$ cat src/rtl/rr_channel_muxer_pkg.sv
// Shared definitions for the round-robin channel muxer: index-width helper,
// packet-lock state encoding and register reset values.
package rr_channel_muxer_pkg;

    // Smallest w with 2**w >= n; at least 1 so a 2-channel muxer still has an index bit.
    function automatic int sw_calc(input int n);
        int w;
        w = 1;
        while ((1 << w) < n) begin
            w = w + 1;
        end
        return w;
    endfunction

    typedef enum logic {
        UNLOCKED = 1'b0,
        LOCKED   = 1'b1
    } lock_state_e;

    localparam logic RST_VALID = 1'b0;
    localparam logic RST_LAST  = 1'b0;
    localparam int   RST_CHAN  = 0;
    localparam int   RST_PTR   = 0;

endpackage

$ cat src/rtl/rr_channel_muxer_arbiter.sv
// Combinational round-robin arbiter: rotate requests so ptr sits at bit 0,
// pick the lowest set bit, rotate the one-hot pick back to channel order.
module rr_arbiter
    import rr_channel_muxer_pkg::*;
#(
    parameter int N = 4,
    localparam int SW = sw_calc(N)
) (
    input  logic [N-1:0]  req,
    input  logic [SW-1:0] ptr,
    output logic [N-1:0]  grant,
    output logic [SW-1:0] grant_idx
);

    logic [N-1:0] rotated;
    logic [N-1:0] pick;

    // Doubling the vector turns the modulo-N rotation into a plain shift.
    assign rotated = N'({req, req} >> ptr);

    // NOTE: every variable written in an always_comb gets a default first,
    // otherwise paths that skip the assignment infer a latch.
    always_comb begin
        pick = '0;
        for (int j = N - 1; j >= 0; j--) begin
            if (rotated[j]) begin
                pick = N'(1) << j;
            end
        end
    end

    assign grant = N'(({pick, pick} << ptr) >> N);

    always_comb begin
        grant_idx = '0;
        for (int k = 0; k < N; k++) begin
            if (grant[k]) begin
                grant_idx = SW'(k);
            end
        end
    end

endmodule

$ cat src/rtl/rr_channel_muxer.sv
// Registered N-to-1 valid/ready muxer with round-robin channel selection.
// Define RR_CHANNEL_MUXER_HOLD_EN to add in_last/out_last packet locking.
module rr_channel_muxer
    import rr_channel_muxer_pkg::*;
#(
    parameter int N = 4,
    parameter int W = 8,
    localparam int SW = sw_calc(N)
) (
    input  logic           clock,
    input  logic           reset_,
    input  logic [N*W-1:0] in_data,
    input  logic [N-1:0]   in_valid,
    output logic [N-1:0]   in_ready,
`ifdef RR_CHANNEL_MUXER_HOLD_EN
    input  logic [N-1:0]   in_last,
    output logic           out_last,
`endif
    output logic [W-1:0]   out_data,
    output logic [SW-1:0]  out_chan,
    output logic           out_valid,
    input  logic           out_ready
);

    logic [SW-1:0] ptr;
    logic [SW-1:0] ptr_next;
    logic [N-1:0]  req;
    logic [N-1:0]  grant;
    logic [SW-1:0] grant_idx;
    logic          load_en;
    logic          accept;

    // The register can refill in the same cycle it is drained.
    assign load_en = ~out_valid | out_ready;

`ifdef RR_CHANNEL_MUXER_HOLD_EN
    lock_state_e   lock_state;
    lock_state_e   lock_next;
    logic [SW-1:0] lock_chan;

    // While a packet is open only its own channel may compete.
    always_comb begin
        req = in_valid;
        if (lock_state == LOCKED) begin
            req = in_valid & (N'(1) << lock_chan);
        end
    end

    always_comb begin
        lock_next = lock_state;
        if (accept) begin
            lock_next = in_last[grant_idx] ? UNLOCKED : LOCKED;
        end
    end

    always_ff @(posedge clock) begin
        if (!reset_) begin
            lock_state <= UNLOCKED;
            lock_chan  <= SW'(RST_CHAN);
            out_last   <= RST_LAST;
        end else begin
            lock_state <= lock_next;
            if (accept) begin
                lock_chan <= grant_idx;
                out_last  <= in_last[grant_idx];
            end
        end
    end
`else
    assign req = in_valid;
`endif

    rr_arbiter #(
        .N(N)
    ) u_arbiter (
        .req      (req),
        .ptr      (ptr),
        .grant    (grant),
        .grant_idx(grant_idx)
    );

    // Gating with reset_ keeps producers from handing over words that reset would discard.
    assign in_ready = grant & {N{load_en & reset_}};
    assign accept   = reset_ & load_en & (|req);

    assign ptr_next = (grant_idx == SW'(N - 1)) ? '0 : grant_idx + 1'b1;

    // NOTE: sequential state is written with non-blocking assignments so all
    // registers sample their inputs from the same pre-edge values.
    always_ff @(posedge clock) begin
        if (!reset_) begin
            out_valid <= RST_VALID;
            out_data  <= '0;
            out_chan  <= SW'(RST_CHAN);
            ptr       <= SW'(RST_PTR);
        end else if (load_en) begin
            if (|req) begin
                out_valid <= 1'b1;
                out_data  <= in_data[grant_idx*W +: W];
                out_chan  <= grant_idx;
`ifdef RR_CHANNEL_MUXER_HOLD_EN
                if (in_last[grant_idx]) begin
                    ptr <= ptr_next;
                end
`else
                ptr <= ptr_next;
`endif
            end else begin
                out_valid <= 1'b0;
            end
        end
    end

endmodule
$ cat config.mk
export PLATFORM = sky130hd
export DESIGN_NAME = rr_channel_muxer
export DESIGN_NICKNAME = d
export VERILOG_FILES = /design/src/rtl/rr_channel_muxer_pkg.sv /design/src/rtl/rr_channel_muxer_arbiter.sv /design/src/rtl/rr_channel_muxer.sv
export SDC_FILE = /design/constraint.sdc
export NUM_CORES = 1
export LEC_CHECK = 0
export ABC_AREA = 1
export CORE_ASPECT_RATIO = 0.8
export CORE_MARGIN = 3
export CORE_UTILIZATION = 46
export DETAILED_ROUTE_END_ITERATION = 10
export GPL_TIMING_DRIVEN = 0
export PLACE_DENSITY = 0.91
export SKIP_CTS_REPAIR_TIMING = 1
export SLEW_MARGIN = 0
export SYNTH_ARGS = -nofsm -noshare
export SYNTH_HDL_FRONTEND = slang
export SYNTH_SLANG_ARGS = --single-unit
export TNS_END_PERCENT = 1
$ cat constraint.sdc
create_clock -name clock -period 4.6 [get_ports clock]
set_input_delay 0.92 -clock clock [delete_from_list [all_inputs] [get_ports clock]]
set_output_delay 0.92 -clock clock [all_outputs]
set_load 0.005 [all_outputs]
==> results.cfg, run 1 <==
[finish]
final_common_cell = nand2_1
fin_util_pct = 73.67
fill_cells = 240
final_cell_mix = nand2_1 (63), clkdlybuf4s50_1 (53), nor2_1 (37)
num-nets-final = 319
drive_above_1_share_pct = 9.677
n_antenna_cell = 0
synthToLayoutAreaGrowth_pct = 47.49

[worst_setup_path]
rr_startpoint = ptr[1]$_SDFFE_PN0P_
cpPeakStageDelay_ps = 550
required_ps = 3680
crit_arrival_ps = 2930
cp-startpoint = in_valid[0]
path_cells = clkdlybuf4s50_1 -> nand2_1 -> nand3_1 -> nand2_2 -> inv_1 -> nand3_1 -> nand3_4 -> nand2_4 -> nor2_1 -> clkdlybuf4s50_1
path_class = in2out
crit_fanout = 9
end_kind = output port
crit_path_top_delay_cell = clkdlybuf4s50_1
rr_worst_depth = 13
critPathLaunchType = input port

[global_route]
grt_antenna_before_repair = 0
grt_pass1_wl_um = 6334
overflow = 0
grt_pass1_vias = 1454
grt_max_degree = 11
grt_usage_pct = 23.74

[detailed_routing]
wirelength_um = 3590
dr.first_iter.drc_count = 149
vias = 1563
route.detailed.drc = 0
via_per_inst = 4.962
wl_per_cell_um = 11.40
detail-route-antenna-nets = 0
drtPass1Iterations = 4

[synthesis]
synth.distinct_cells = 28
syn_area_um2 = 1270
synth_edf_count = 0
ys_warn_count = 0
synth_cells = 222
syn-num-nets = 261
synth-seq-cells = 13
yosysSeqAreaShare_pct = 20.49
async_flop_share_pct = 0
syn_area_per_cell_um2 = 5.721
synthFlopType = dfxtp_1

[run_status]
status = completed

[sta]
worst_pin_slew_ps = 596.3
rsz0062_at_grt = false
hold_violations = 0
setup_viol = 0
fin_crit_sh_pct = 83.65
fmax_mhz = 259.9
finalSetupTns_ps = 0
setup_slack_ps = 752.0
max_slew_margin_pct = 59.82
skew_ps = 1.913
drv_slew = 0
fin_crit_ps = 3848

[clocking]
clk_pin_slew_ps = 90
clock_path_buffers = 2
cts_max_level = 1
cts_tree = built
clock_latency_ps = 280
cts.sinks = 13
numCtsBuffers = 3
clock-root-buffer = clkbuf_4

[place]
hpwl_um = 2873
portBuffers = 53
gp_congestion = 0.9038
place_ws_ps = 758.8

[pwr]
p_leak_uw = 0.0009523
ir_drop_mv = 0.3088
power_uw = 1081
powerDensity_nw_per_um2 = 577.3

[worst_hold_path]
hold_class = reg2reg
min-delay-start = out_chan[0]$_SDFFE_PN0P_
holdPathStages = 2

[floorplanning]
die_area_um2 = 3431
core_area_um2 = 2542
rows = 16
die_x_um = 64.75
die_y_um = 53.00
io_pins = 54
initial_core_util_pct = 49.95

[job]
cap_viol_max_count = 0
[stage by stage]
| step | std cells | hold slack [ps] | area (µm²) |
|---|---|---|---|
| floorplan | 222 | 518.2 | 1270 |
| global placement | 311 | 517.1 | 1846 |
| detailed placement | 311 | 527.5 | 1846 |
| CTS | 315 | 548.5 | 1873 |
| global route | 315 | 595.3 | 1873 |
| finish | 315 | 542.6 | 1873 |
[per-layer routing]
metal / vias to the layer above / track usage (%) / routed length (µm)
met1: 675 / 29.66 / 1568
li1: 809 / - / -
met3: 6 / 5.308 / 334
met5: - / 0 / 0
met4: 0 / 12.63 / 66
met2: 73 / 38.20 / 1620
[final timing paths]
path	slack [ps]	endpoint
max	750	in_ready[3]
min	540	out_chan[0]$_SDFFE_PN0P_
max reg2reg	2450	out_data[3]$_SDFFE_PN0P_
min reg2reg	540	out_chan[0]$_SDFFE_PN0P_
[power by group]
| group | total, µW | internal (µW) | switching, µW | leakage, µW |
|---|---|---|---|---|
| sequential | 181 | 157 | 23.5 | 0.000108 |
| combinational | 826 | 343 | 483 | 0.000826 |
| clock | 74.2 | 32.3 | 41.9 | 0.0000177 |
[worst max-delay path, delay by kind of cell]
kind                   cells  cell delay (ps)
buffers and inverters      3             1160
and+or+nand+nor            7              850
[cells in the mapped netlist (2+ instances only)]
master | number | share of area, %
buf_6 | 2 | 1.8
nand3b_1 | 8 | 4.7
nand3_4 | 2 | 2.8
nor2_1 | 37 | 11
a21oi_1 | 4 | 1.6
o21ai_0 | 5 | 2.0
dfxtp_1 | 13 | 20
nand2_2 | 5 | 2.5
inv_1 | 31 | 9.2
inv_2 | 3 | 0.89
nand2_1 | 63 | 19
nand4_1 | 3 | 1.5
nand3_1 | 30 | 12
nand2_4 | 2 | 1.8
[cell type report]
cell class              instances  area (µm²)  share of cell area (%)
flip-flops and latches         13       260.3                   13.89
multi-input cells             168       824.5                   44.02
plain buffers                   6       53.80                   2.872
repair buffers                 53       530.5                   28.32
inverters                      35       131.4                   7.014
clock buffers                   3       22.52                   1.202
well taps                      36       45.04                   2.405
clock inverters                 1       5.005                  0.2672
[state kept, by name (all words and copies together) (netlist names)]
name       flops
out_valid      1
out_data       8
out_chan       2
ptr            2
[cell families after synthesis]
family / count (synthesis) / share of synthesized area [%]
flops: 13 / 20.49
simple gates: 156 / 59.80
buf+inv: 41 / 14.58
compound gates: 12 / 5.123
(Power assumes the default switching activity.)
==> run 2, diff against run 1 <==
CORE_UTILIZATION = 38   (was 46)
PLACE_DENSITY = 0.81   (was 0.91)
clock period = 3.1 ns   (was 4.6 ns; I/O delays follow)
==> results.cfg, run 2 (synthesized netlist as in run 1, its figures left out) <==
[detailed_routing]
dr.max_layer_used = met4
detail-route-antenna-nets = 0
met1_length_um = 1756
wl_per_cell_um = 11.49
dr.first_iter.drc_count = 190
drtPass1Iterations = 5
vias = 1522
dr_wl_met2_um = 1660
wirelength_um = 3688
met3WireLength_um = 257
via_per_inst = 4.741
route.detailed.drc = 0

[sta]
worst_pin_slew_ps = 475.5
rsz0062_at_grt = false
max_slew_margin_pct = 68.30
fin_crit_sh_pct = 94.88
drv_slew = 0
skew_ps = 5.386
fin_crit_ps = 2941
setup_viol = 0
fmax_mhz = 340.0
hold_violations = 0

[run_status]
status = completed

[floorplanning]
die_y_um = 57.71
die_area_um2 = 4076
die_x_um = 70.64
io_pins = 54
initial_core_util_pct = 40.28
rows = 18
core_area_um2 = 3153

[worst_setup_path]
critPathLaunchType = input port
crit_fanout = 6
path_class = in2out
end_kind = output port
crit_arrival_ps = 2320
required_ps = 2480

[job]
cap_viol_max_count = 0

[clocking]
cts.sinks = 13
clock-root-buffer = clkbuf_8
clock_latency_ps = 240
cts_tree = built
clk_pin_slew_ps = 50
numCtsBuffers = 3
cts_max_level = 1
clock_path_buffers = 2

[finish]
drive_above_1_share_pct = 11.39
fin_util_pct = 61.47
num-nets-final = 321
largest_reg_flops = 8
final_common_cell = nand2_1
top_register = out_data
final_cell_mix = nand2_1 (62), clkdlybuf4s50_1 (49), nor2_1 (35)
synthToLayoutAreaGrowth_pct = 52.61
n_antenna_cell = 0
top_regs = out_data (8), out_chan (2), ptr (2)
fill_cells = 313

[global_route]
grt_usage_pct = 19.00
overflow = 0
grt_pass1_vias = 1435
grt_antenna_before_repair = 0
grt_max_degree = 11
grt_pass1_wl_um = 6341

[pwr]
power_uw = 1698
ir_drop_mv = 0.3739
p_leak_uw = 0.001007
powerDensity_nw_per_um2 = 876.3

[place]
gp_congestion = 0.8571
portBuffers = 53
hpwl_um = 2787

[worst_hold_path]
hold_class = reg2reg
run 2: cell types whose count changed in the layout (fill, tap and decap cells not counted), moves of 2 or more:
cell,previous run,this run
nor2_2,1,3
nor2_1,37,35
clkdlybuf4s50_1,53,49
dlymetal6s2s_1,0,4
clkbuf_8,0,3
clkbuf_4,3,0
buf_4,1,3
run 2: final cells by class:
class	instances	area (µm²)	share of cell area, %
flip-flops and latches	13	260.3	13.43
well taps	40	50.05	2.582
clock buffers	4	45.04	2.324
multi-input cells	168	842.1	43.45
repair buffers	55	555.5	28.66
inverters	35	131.4	6.779
plain buffers	6	53.80	2.776
run 2: final timing paths:
check                            from                       end  slack [ps]  cells after the start
min          out_chan[0]$_SDFFE_PN0P_  out_chan[0]$_SDFFE_PN0P_         550                      2
min reg2reg  out_chan[0]$_SDFFE_PN0P_  out_chan[0]$_SDFFE_PN0P_         550                      2
max reg2reg       ptr[0]$_SDFFE_PN0P_  out_data[2]$_SDFFE_PN0P_        1080                     14
max                            reset_               in_ready[0]         160                      5
run 2: metrics by stage:
stage          setup TNS (ps)  hold slack, ps  cells  instance area, µm²  setup slack, ps
2_1_floorplan               0           518.2    222                1270             1044
3_3_place_gp           -313.7           524.9    315                1851           -113.7
3_5_place_dp           -470.9           524.1    315                1851           -147.9
4_1_cts                -484.8           541.4    319                1896           -151.3
5_1_grt                     0           579.0    321                1938            38.05
6_report                    0           548.6    321                1938            158.7
run 2: worst max-delay path: stages:
cell             delay (ps)
clkdlybuf4s50_1         570
o21ai_1                 210
a31o_2                  260
a31oi_1                 150
clkdlybuf4s50_1         520
run 2: where the power goes:
part           switching, µW  internal, µW  total [µW]
Sequential              37.5           234         272
Combinational            738           534        1270
Clock                   63.3          90.8         154
Total                    839           859        1700
run 2: metal layers:
metal	vias to the layer above	GRT usage [%]
met5	-	0
met4	0	4.558
met3	2	3.986
met2	46	30.27
met1	659	26.53
li1	815	-
==> run 3, diff against run 2 <==
CELL_PAD_IN_SITES_DETAIL_PLACEMENT = 1   (was default)
CELL_PAD_IN_SITES_GLOBAL_PLACEMENT = 1   (was default)
CORE_UTILIZATION = 25   (was 38)
PLACE_DENSITY = 0.82   (was 0.81)
SETUP_SLACK_MARGIN = 0.15   (was default)
==> results.cfg, run 3 (synthesized netlist as in run 1, its figures left out) <==
[run_status]
status = completed

[global_route]
grt_max_degree = 11
grt_pass1_vias = 1563
overflow = 0
grt_antenna_before_repair = 0
grt_usage_pct = 15.02
grt_pass1_wl_um = 7320

[clocking]
clk_pin_slew_ps = 50
cts_max_level = 1
cts_tree = built
clock_latency_ps = 250
cts.sinks = 13
clock_path_buffers = 2
clock-root-buffer = clkbuf_8
numCtsBuffers = 3

[pwr]
powerDensity_nw_per_um2 = 876.1
ir_drop_mv = 0.3552
power_uw = 1757
p_leak_uw = 0.001050

[detailed_routing]
via_per_inst = 4.638
drtPass1Iterations = 4
met1_length_um = 2138
dr.max_layer_used = met4
dr_wl_met2_um = 1918
route.detailed.drc = 0
wl_per_cell_um = 12.60
met3WireLength_um = 243
vias = 1600
detail-route-antenna-nets = 0
dr.first_iter.drc_count = 70
wirelength_um = 4348

[finish]
final_common_cell = nand2_1
drive_above_1_share_pct = 13.33
final_cell_mix = nand2_1 (62), clkdlybuf4s50_1 (48), nor2_1 (37)
num-nets-final = 325
top_register = out_data
top_regs = out_data (8), out_chan (2), ptr (2)
fin_area_um2 = 2006
n_antenna_cell = 0
synthToLayoutAreaGrowth_pct = 57.93
largest_reg_flops = 8

[worst_setup_path]
critPathLaunchType = input port
crit_arrival_ps = 2240
cpLargestDelayFamily = buffers and inverters
end_kind = output port
crit_fanout = 6
crit_path_top_delay_cell = clkdlybuf4s50_1
path_cells = clkdlybuf4s50_1 -> o21ai_2 -> a31o_2 -> a31oi_1 -> clkdlybuf4s50_1
path_class = in2out
cpPeakStageDelay_ps = 590
crit_path_frequent_cell = clkdlybuf4s50_1
path_buf_inv = 2
required_ps = 2480

[sta]
max_slew_margin_pct = 66.78
fin_crit_sh_pct = 92.16
hold_violations = 0
setup_viol = 0
drv_slew = 0
fin_crit_ps = 2857
rsz0062_at_grt = true
holdWs_ps = 528.4
finalSetupTns_ps = 0
worst_pin_slew_ps = 498.2
fmax_mhz = 350.0
skew_ps = 3.023

[floorplanning]
io_pins = 54
rows = 22
core_area_um2 = 4735
initial_core_util_pct = 26.82
die_area_um2 = 5977
die_x_um = 85.69
die_y_um = 69.75

[place]
gp_congestion = 0.7983
portBuffers = 53
placed_area_um2 = 1876
hpwl_um = 3447

[job]
cap_viol_max_count = 0

[worst_hold_path]
hold_class = reg2reg
## run 3: cell count changes in the layout (fill, tap and decap cells not counted), sizes merged
cell / delta
clkdlybuf4s50: -1
dlymetal6s2s: +1
buf: +4
## run 3: report_power, final
| group | switching, µW | internal (µW) |
|---|---|---|
| logic | 770 | 562 |
| clock network | 63.0 | 91.0 |
| registers | 36.4 | 235 |
## run 3: worst paths after layout
path,endpoint,startpoint,slack (ps),cells after the start
worst max-delay path,in_ready[0],reset_,240,5
worst min-delay path,out_chan[0]$_SDFFE_PN0P_,out_chan[0]$_SDFFE_PN0P_,530,2
worst max register to register,out_data[1]$_SDFFE_PN0P_,ptr[0]$_SDFFE_PN0P_,1030,15
worst min register to register,out_chan[0]$_SDFFE_PN0P_,out_chan[0]$_SDFFE_PN0P_,530,2
## run 3: worst reg2reg max path, delay by kind of cell (launching register included)
| kind | cells | cell delay, ps |
|---|---|---|
| AND/OR/NAND/NOR | 11 | 1180 |
| flip-flops | 1 | 380 |
| buffers and inverters | 4 | 410 |
## run 3: through the flow
| step | setup WS, ps | utilization, % | instances |
|---|---|---|---|
| 6_report | 242.9 | 42.36 | 345 |
| 3_5_place_dp | -182.7 | 39.61 | 335 |
| 2_1_floorplan | 1044 | - | 222 |
| 3_3_place_gp | -185.5 | 39.61 | 335 |
| 4_1_cts | -201.9 | 40.57 | 339 |
| 5_1_grt | 153.4 | 42.36 | 345 |
## run 3: layout make-up
class	instances	area, µm²
Buffer	6	53.80
Clock buffer	4	45.04
Fill cell	620	2729
Inverter	35	131.4
Multi-Input combinational cell	168	850.8
Sequential cell	13	261.5
Tap cell	60	75.07
Timing Repair Buffer	59	588.1
## run 3: per-layer routing
metal	track usage, %	up-vias
met5	0	-
met4	4.218	0
met3	3.088	5
met2	24.48	40
met1	19.87	733
li1	-	822
